[src/rtl/jtag_pkg.sv]
// Shared JTAG chain constants.
// Holds the capture-mode selectors used by data-register chains together with
// default geometry values for a standard DR chain.
package jtag_pkg;

    // Capture-mode selectors for dr_chain CAPTURE_MODE
    localparam int unsigned CAPTURE_CONST = 0;
    localparam int unsigned CAPTURE_PDI   = 1;

    // Default data-register geometry
    localparam int unsigned DR_DEFAULT_WIDTH = 8;
    localparam logic [7:0]  DR_DEFAULT_VALUE = 8'hA5;

    // Instruction register defaults shared by chains in the same TAP
    localparam int unsigned IR_WIDTH   = 4;
    localparam logic [3:0]  IR_BYPASS  = 4'hF;
    localparam logic [3:0]  IR_IDCODE  = 4'h1;

endpackage

[src/rtl/dr_chain.sv]
// JTAG-style data-register chain with a shadow update register.
//
// A WIDTH-bit shift register is parallel-loaded on capture (constant VALUE or
// PDI), shifted toward bit 0 with SI entering at the top, and copied into the
// PDO shadow register on update. With STRICT_UPDATE set, an update is only
// accepted when exactly WIDTH shifts have happened since the last capture (or
// reset); otherwise it is refused and UPDATE_REJ pulses.
//
// Ports:
//   CLK         clock, all state on rising edge
//   RST         synchronous active-high reset
//   SEL_CHAIN   chain select; capture/shift/update ignored when low
//   CAPTURE_DR  parallel-load the chain (highest priority)
//   SHIFT_DR    shift the chain one bit toward bit 0
//   UPDATE_DR   copy the chain to PDO (lowest priority)
//   SI          serial input into bit WIDTH-1
//   PDI         parallel capture data (CAPTURE_MODE = CAPTURE_PDI)
//   SO          serial output, chain bit 0
//   PDO         shadow register contents
//   UPDATE_STB  one-cycle pulse after an accepted update
//   UPDATE_REJ  one-cycle pulse after a refused update
//   SHIFT_CNT   shifts since last capture, saturating at WIDTH+1
module dr_chain
    import jtag_pkg::*;
#(
    parameter int unsigned      WIDTH         = DR_DEFAULT_WIDTH,
    parameter logic [WIDTH-1:0] VALUE         = DR_DEFAULT_VALUE,
    parameter int unsigned      CAPTURE_MODE  = CAPTURE_CONST,
    parameter logic [WIDTH-1:0] UPDATE_VALUE  = '0,
    parameter bit               STRICT_UPDATE = 1'b1,
    localparam int unsigned     CW            = $clog2(WIDTH + 2)
) (
    input  logic             CLK,
    input  logic             RST,
    input  logic             SEL_CHAIN,
    input  logic             CAPTURE_DR,
    input  logic             SHIFT_DR,
    input  logic             UPDATE_DR,
    input  logic             SI,
    input  logic [WIDTH-1:0] PDI,
    output logic             SO,
    output logic [WIDTH-1:0] PDO,
    output logic             UPDATE_STB,
    output logic             UPDATE_REJ,
    output logic [CW-1:0]    SHIFT_CNT
);

    localparam logic [CW-1:0] CntFull = CW'(WIDTH);
    localparam logic [CW-1:0] CntSat  = CW'(WIDTH + 1);

    logic [WIDTH-1:0] chain_q, chain_d;
    logic [WIDTH-1:0] pdo_q, pdo_d;
    logic [CW-1:0]    cnt_q, cnt_d;
    logic             stb_q, stb_d;
    logic             rej_q, rej_d;
    logic             upd_ok;

    assign upd_ok = !STRICT_UPDATE || (cnt_q == CntFull);

    always_comb begin
        chain_d = chain_q;
        pdo_d   = pdo_q;
        cnt_d   = cnt_q;
        stb_d   = 1'b0;
        rej_d   = 1'b0;
        if (SEL_CHAIN) begin
            if (CAPTURE_DR) begin
                chain_d = (CAPTURE_MODE == CAPTURE_PDI) ? PDI : VALUE;
                cnt_d   = '0;
            end else if (SHIFT_DR) begin
                chain_d = {SI, chain_q[WIDTH-1:1]};
                // Saturate one past WIDTH so over-shifting stays visible
                if (cnt_q != CntSat) begin
                    cnt_d = cnt_q + 1'b1;
                end
            end else if (UPDATE_DR) begin
                if (upd_ok) begin
                    pdo_d = chain_q;
                    stb_d = 1'b1;
                end else begin
                    rej_d = 1'b1;
                end
            end
        end
    end

    always_ff @(posedge CLK) begin
        if (RST) begin
            chain_q <= VALUE;
            pdo_q   <= UPDATE_VALUE;
            cnt_q   <= '0;
            stb_q   <= 1'b0;
            rej_q   <= 1'b0;
        end else begin
            chain_q <= chain_d;
            pdo_q   <= pdo_d;
            cnt_q   <= cnt_d;
            stb_q   <= stb_d;
            rej_q   <= rej_d;
        end
    end

    assign SO         = chain_q[0];
    assign PDO        = pdo_q;
    assign UPDATE_STB = stb_q;
    assign UPDATE_REJ = rej_q;
    assign SHIFT_CNT  = cnt_q;

endmodule

[config.mk]
export PLATFORM = sky130hd
export DESIGN_NAME = dr_chain
export DESIGN_NICKNAME = d
export VERILOG_FILES = /design/src/rtl/jtag_pkg.sv /design/src/rtl/dr_chain.sv
export SDC_FILE = /design/constraint.sdc
export NUM_CORES = 1
export LEC_CHECK = 0
export ABC_AREA = 0
export CAP_MARGIN = 20
export CORE_UTILIZATION = 49
export DETAILED_ROUTE_END_ITERATION = 16
export GPL_TIMING_DRIVEN = 0
export PLACE_DENSITY = 0.86
export SLEW_MARGIN = 15
export SYNTH_ARGS = -nofsm -noshare
export SYNTH_HDL_FRONTEND = slang
export SYNTH_SLANG_ARGS = --single-unit
[constraint.sdc]
create_clock -name CLK -period 3.8 [get_ports CLK]
set_clock_uncertainty 0.1 [all_clocks]
set_input_delay 0.38 -clock CLK [delete_from_list [all_inputs] [get_ports CLK]]
set_output_delay 0.38 -clock CLK [all_outputs]
set_load 0.02 [all_outputs]
### Word-level counts from Yosys, hierarchy flattened

Cells that the tools add are included.
Widths: inputs -> output; s select.

* word-level logic and storage cells: 25
* output and inout bits: 15
* bits in registers: 22
* input bits: 15

* mux-type cells: 7
* add/subtract/negate cells: 1
* reductions and logical operators: 6
* bitwise operators: 4
* eq/ne operators: 2

Operators with widths (count)
* $mux 8: 2
* $mux 4: 3
* $reduce_and 5->1: 1
* $reduce_or 5->1: 1
* $add 4x1->4 const B: 1
* $eq 4x4->1 const B: 1
* $ne 4x4->1 const B: 1
* $not 1->1: 4
* $reduce_bool 2->1: 2
* $reduce_and 3->1: 1
* $mux 1: 2
* $reduce_and 2->1: 1

### Depth between registers and ports, before layout

Gate-level depths: netlist (run 1).

* depth after elaboration: 4
* depth in mapped cells: 5
* gate-level depth less buffers: 5

### Worst setup path after synthesis (run 1)

Ideal clock, no wire load.

* kind: register to register
* start: register cnt_q[0] (netlist: SHIFT_CNT[0])
* end: register pdo_q[0] (netlist: PDO[0])
* cell stages (with the launch flop): 6
* path slack: 2089 ps
* arrival: 1539 ps
* setup time: 72 ps
* period minus slack after synthesis: 1711 ps
* data required time: 3628 ps
* path buffers: 0
* cell sequence: dfxtp_1 inv_1 ha_1 nand3b_4 nor4_4 mux2i_1

* word-level cells in the longest chain between the ends: 2

Ends and longest elaborated chain
* start: declaration: line dr_chain.sv:53 `logic [CW-1:0] cnt_q, cnt_d;`
* start signal: assignment: line dr_chain.sv:97 `cnt_q <= cnt_d;`
* $eq 4x4->1: line dr_chain.sv:58 `assign upd_ok = !STRICT_UPDATE || (cnt_q == CntFull);`
* $reduce_and 5->1 (no line)
* end signal: assignment: line dr_chain.sv:96 `pdo_q <= pdo_d;`
* end: declaration: line dr_chain.sv:52 `logic [WIDTH-1:0] pdo_q, pdo_d;`

Every way passes these cells.
A chain may end at the register's enable or synchronous reset.

### Final worst setup path (run 1)

* start: register cnt_q[3] (netlist: SHIFT_CNT[3])
* end: output port SHIFT_CNT[3]

RTL lines
* end: declaration: line dr_chain.sv:45 `output logic [CW-1:0] SHIFT_CNT`

No word-level cell between the ends.

==> results of run 1 <==
## synth_stat cells, drive strengths merged (2+ instances only)
| cell | n |
|---|---|
| a21oi | 5 |
| a22oi | 4 |
| clkbuf | 4 |
| dfxtp | 22 |
| ha | 3 |
| inv | 4 |
| mux2i | 8 |
| nand2b | 21 |
| nand3b | 3 |
| nor2 | 5 |
| nor3 | 2 |
| o21ai | 4 |
| o22ai | 4 |
## cell type report
cell class	instances	area, sq um
inverter	4	15.01
multi-input combinational	70	515.5
sequential	22	440.4
tap	27	33.78
clock buffer	4	36.28
timing repair buffer	20	200.2
fill	171	665.6
buffer	5	35.03
## how the worst max path moves through the flow
stage / end / slack, ps / cells after the start
global placement: PDO[4]$_SDFFE_PP0P_ / 1690 / 4
CTS: SHIFT_CNT[0] / 1880 / 1
detailed placement: PDO[6]$_SDFFE_PP0P_ / 1620 / 4
global route: PDO[6]$_SDFFE_PP0P_ / 1800 / 5
finish: SHIFT_CNT[3] / 1870 / 1
floorplan: PDO[0]$_SDFFE_PP0P_ / 2090 / 5
## per-stage QoR
step	hold WS, ps	instances
final	281.3	152
after global routing	295.5	152
after CTS	275.1	152
after detailed placement	361.5	148
after global placement	357.8	148
after floorplan	364.8	101
## kinds of logic after synthesis
kind of cell,Yosys count
AOI/OAI and AO/OA,19
muxes,8
DFF,22
buffers and inverters,9
and+or+nand+nor,40
adders and majority gates,3
## power by group
part	internal, mW	switching, mW
combinational	0.0198	0.0198
sequential	0.235	0.00378
clock	0.0586	0.0708
total	0.313	0.0944
## layout by cell type, fill, tap and decap left out, drive strengths merged
master and n:
nand3 1, a41oi 1, clkbuf 8, dfxtp 22
nand4 1, and3b 1, o22ai 4, o21ai 4
clkdlybuf4s50 20, ha 3, nand3b 3, mux2i 8
or4 1, nand4b 1, nor2 5, nor3 2
nor2b 1, buf 1, a21oi 5, a22oi 4
or3 1, inv 4, nand2b 21, nor4 1
and4bb 1, o21a 1
## flip-flops by register name (all words and copies together) (netlist names)
name        count
SHIFT_CNT       4
PDO             8
chain_q         8
UPDATE_REJ      1
UPDATE_STB      1
## per-layer routing
layer / track usage [%] / wire length, microns
met1: 26.35 / 886
met2: 31.78 / 953
met3: 3.462 / 82
met4: 13.71 / 48
met5: 0 / 0
==> impl_metrics.yaml, run 1 <==
routing:
  routed_wirelength_microns: 1970
  drc: 0
  avgViaCountPerCell: 5.322
  drtIter0Drc: 19
  wl_per_cell_microns: 12.96
  drtPass1Iterations: 4
  vias: 809
  final_antenna_net_count: 0
floorplan:
  rows: 16
  die_area_sq_mm: 0.002238
  die_x_microns: 47.31
  core-area_sq_mm: 0.001942
  io_pins: 30
  die_h_microns: 47.31
  start_util_pct: 51.80
min_path:
  min_from: "SHIFT_DR"
  hold_depth: 3
  hold_end: "UPDATE_REJ$_SDFF_PP0_"
  hp-class: "in -> reg"
cells_and_area:
  areaGrowthSynthToFinish_pct: 26.87
  drive_above_1_share_pct: 8.000
  final_cell_area_sq_mm: 0.001276
  fin_nets: 144
  n_antenna_cell: 0
  utilization_pct: 65.72
worst_setup_path:
  path_cells: "clkdlybuf4s50_1"
  r2r_setup_slack_ps: 1930
  crit_path_max_incr_delay_ps: 660
  worst-path-buf-inv: 1
  cpLargestDelayFamily: "buffers and inverters"
  required_ps: 3320
  rr_endpoint: "PDO[6]$_SDFFE_PP0P_"
  r2r_cells: 5
  start_kind: "flip-flop"
  critical_path.startpoint: "SHIFT_CNT[3]$_SDFFE_PP0P_"
  r2r-start: "SHIFT_CNT[0]$_SDFFE_PP0P_"
  crit_slowest_cell: "clkdlybuf4s50_1"
  cp.arrival_ps: 1450
  critPathKind: "reg -> out"
  crit_fanout: 6
  end_kind: "primary output"
placement:
  portBuffers: 20
  pre_cts_ws_ps: 1623
  dp.final_hpwl_microns: 1418
  place_area_sq_mm: 0.001240
  finalWeightedCongestion: 0.7964
timing:
  final_max_slew_viol_count: 0
  rsz0062_at_grt: "no"
  finalWorstPathRequiredPeriod_ps: 1927
  finalHoldViolations: 0
  finalSetupViolCount: 0
  slew_headroom_pct: 53.34
  timing.fmax_ghz: 0.5190
  tightest_slew_ps: 694.6
  final.setup.tns_ps: 0
  fin_crit_sh_pct: 50.71
  layout_setup_ws_ps: 1873
logic_synthesis:
  ys_seq_area_share_pct: 43.78
  synthesis.nets: 119
  synth_top_family_by_area: "simple AND/OR/NAND/NOR gates"
  muxShareOfSynthArea_pct: 7.960
  ys_warn_count: 0
  synthAdderAreaFrac_pct: 3.731
  dominantRegCellSynth: "dfxtp_1"
  synth_compound_area_share_pct: 11.57
  synth_top_area_cell: "dfxtp_1"
  netlist_instances: 101
  syn_area_per_cell_sq_um: 9.960
  ys_ff_latch: 22
  synth_area_leaders: "dfxtp_1 44%, nand2b_1 13%, mux2i_1 8.0%"
  yosysUniqueCellTypes: 26
  synth_edf_count: 0
  synth_top_area_share_pct: 43.78
  synthArstFlopShare_pct: 0
  synth-xor-area-share_pct: 0
  synth-simple-area-share_pct: 27.99
  syn-cell-area_sq_mm: 0.001006
clocking:
  postCtsResizedCells: 0
  cts-buffers-inserted: 3
  postCtsSetupBuffers: 0
  cts_buffer_depth: 2
  clock_sinks: 22
  root_buffer: "clkbuf_4"
  hold_buffers: 0
  htreeDepth: 1
  clkTransAtPathRegs_ps: 110
  clk-insertion-delay-late_ps: 310
  tritoncts: "done"
power_and_ir_drop:
  peakVddDrop_mv: 0.2642
  power_mw: 0.4073
  leakagePower_nw: 0.4391
  power_density_mw_per_mm2: 319.1
global_route:
  grt_max_degree: 13
  grt_pass1_wl_microns: 3132
  grt_antenna_before_repair: 0
  grt.total_usage_pct: 20.63
  gr-total-overflow: 0
  grt_pass1_vias: 703
job:
  maxCapViolations: 0
run_status:
  status: "complete, no violations"
(Power assumes the default switching activity.)
==> run 2, diff against run 1 <==
CORE_UTILIZATION = 45   (was 49)
PLACE_DENSITY = 0.8   (was 0.86)
clock period = 1.8 ns   (was 3.8 ns; I/O delays follow)
==> impl_metrics.yaml, run 2 (same netlist as run 1, synthesis figures left out) <==
clocking:
  cts_buffer_depth: 2
  root_buffer: "clkbuf_4"
  htreeDepth: 1
  cts-buffers-inserted: 3
  clkTransAtPathRegs_ps: 120
  postCtsResizedCells: 0
  tritoncts: "done"
  clock_sinks: 22
  clk-insertion-delay-late_ps: 300
timing:
  slew_headroom_pct: 56.47
  finalHoldViolations: 0
  fin_crit_sh_pct: 96.05
  timing.fmax_ghz: 0.5784
  final.setup.tns_ps: 0
  finalWorstPathRequiredPeriod_ps: 1729
  tightest_slew_ps: 646.1
  finalSetupViolCount: 0
  final_max_slew_viol_count: 0
  rsz0062_at_grt: "no"
worst_setup_path:
  cpLargestDelayFamily: "buffers and inverters"
  end_kind: "primary output"
  path_cells: "clkdlybuf4s50_1"
  r2r_setup_slack_ps: 160
  critPathKind: "reg -> out"
  cp.arrival_ps: 1450
  required_ps: 1520
  crit_fanout: 6
  crit_path_max_incr_delay_ps: 660
  start_kind: "flip-flop"
  worst-path-buf-inv: 1
  crit_slowest_cell: "clkdlybuf4s50_1"
power_and_ir_drop:
  combPwrFrac_pct: 9.7
  switching_power_mw: 0.1940
  peakVddDrop_mv: 0.5308
  clkPwrFrac_pct: 31.4
  p_sw_share_pct: 22.72
  power_density_mw_per_mm2: 659.0
  leakagePower_nw: 0.4472
  seq_power_share_pct: 58.9
  p_int_mw: 0.6601
placement:
  finalWeightedCongestion: 0.6977
  dp.final_hpwl_microns: 1420
  portBuffers: 20
cells_and_area:
  fin_nets: 145
  fillers: 166
  final_cell_mix: "22 x dfxtp_1, 21 x nand2b_1, 20 x clkdlybuf4s50_1, 8 x mux2i_1"
  areaGrowthSynthToFinish_pct: 28.86
  drive_above_1_share_pct: 8.730
  final_common_cell: "dfxtp_1"
  utilization_pct: 64.11
  n_antenna_cell: 0
floorplan:
  core-area_sq_mm: 0.002022
  start_util_pct: 49.75
  rows: 16
  die_area_sq_mm: 0.002429
  io_pins: 30
  die_h_microns: 49.28
  die_x_microns: 49.28
job:
  maxCapViolations: 0
global_route:
  grt_antenna_before_repair: 0
  grt_max_degree: 13
  busiest_layer: "met2"
  met3_usage_pct: 2.804
  grt_pass1_wl_microns: 3298
  grt_use_met1_pct: 24.71
  gr-usage-met2_pct: 26.26
  grt_pass1_vias: 725
  gr-total-overflow: 0
  grt.total_usage_pct: 17.77
min_path:
  hp-class: "in -> reg"
routing:
  drc: 0
  vias: 811
  wl_per_cell_microns: 12.47
  routed_wirelength_microns: 1908
  drtPass1Iterations: 4
  avgViaCountPerCell: 5.301
  final_antenna_net_count: 0
  drtIter0Drc: 20
run_status:
  status: "complete, no violations"
run 2: cell types whose count changed in the layout (fill, tap and decap cells not counted), sizes merged:
cell / delta
buf: +1
run 2: layout make-up:
| type | instances | area (sq um) | area share (%) |
|---|---|---|---|
| multi-input combinational | 70 | 515.5 | 39.77 |
| sequential | 22 | 440.4 | 33.98 |
| timing repair buffer | 21 | 220.2 | 16.99 |
| clock buffer | 4 | 36.28 | 2.799 |
| buffer | 5 | 35.03 | 2.703 |
| tap | 27 | 33.78 | 2.606 |
| inverter | 4 | 15.01 | 1.158 |
run 2: per-stage QoR:
step           instance area [sq um]  hold WS [ps]  setup WS (ps)  cells  total power [mW]
6_report                        1296         81.20          71.15    153            0.8542
5_1_grt                         1296         82.14          19.92    153            0.8945
4_1_cts                         1296         73.86          69.58    153            0.8601
3_5_place_dp                    1240         367.3         -149.4    148            0.5967
3_3_place_gp                    1240         357.9         -114.1    148            0.5942
2_1_floorplan                   1006         208.0          88.88    101            0.5652
run 2: power groups by stage:
stage | logic [mW] | clock network, mW | registers (mW)
final | 0.0828 | 0.268 | 0.503
after global routing | 0.0909 | 0.299 | 0.505
after CTS | 0.0828 | 0.274 | 0.503
after detailed placement | 0.0827 | 0 | 0.514
after global placement | 0.0806 | 0 | 0.514
after floorplan | 0.0498 | 0 | 0.515
run 2: path summary, 6_finish.rpt:
kind | startpoint | end | cells after the start
setup / recovery | SHIFT_CNT[3]$_SDFFE_PP0P_ | SHIFT_CNT[3] | 1
hold / removal | SHIFT_DR | UPDATE_REJ$_SDFF_PP0_ | 3
setup reg to reg | SHIFT_CNT[0]$_SDFFE_PP0P_ | PDO[6]$_SDFFE_PP0P_ | 6
hold reg to reg | PDO[5]$_SDFFE_PP0P_ | PDO[5]$_SDFFE_PP0P_ | 2
run 2: routing by layer:
layer | wire (microns) | up-vias
li1 | - | 404
met2 | 884 | 20
met5 | 0 | -
met4 | 39 | 0
met1 | 914 | 383
met3 | 68 | 4
run 2: repair_timing:
item                                    4_1_cts  5_1_grt
buffers inserted                              1        0
endpoints found under the setup margin        8        2
endpoints found under the hold margin         0        0
pin swaps                                     1        1
hold buffers                                  0        0
run 2: tightest hold or removal path, stage by stage:
cell,delay (ps)
buf_12,90
or4_1,140
nor2b_2,40
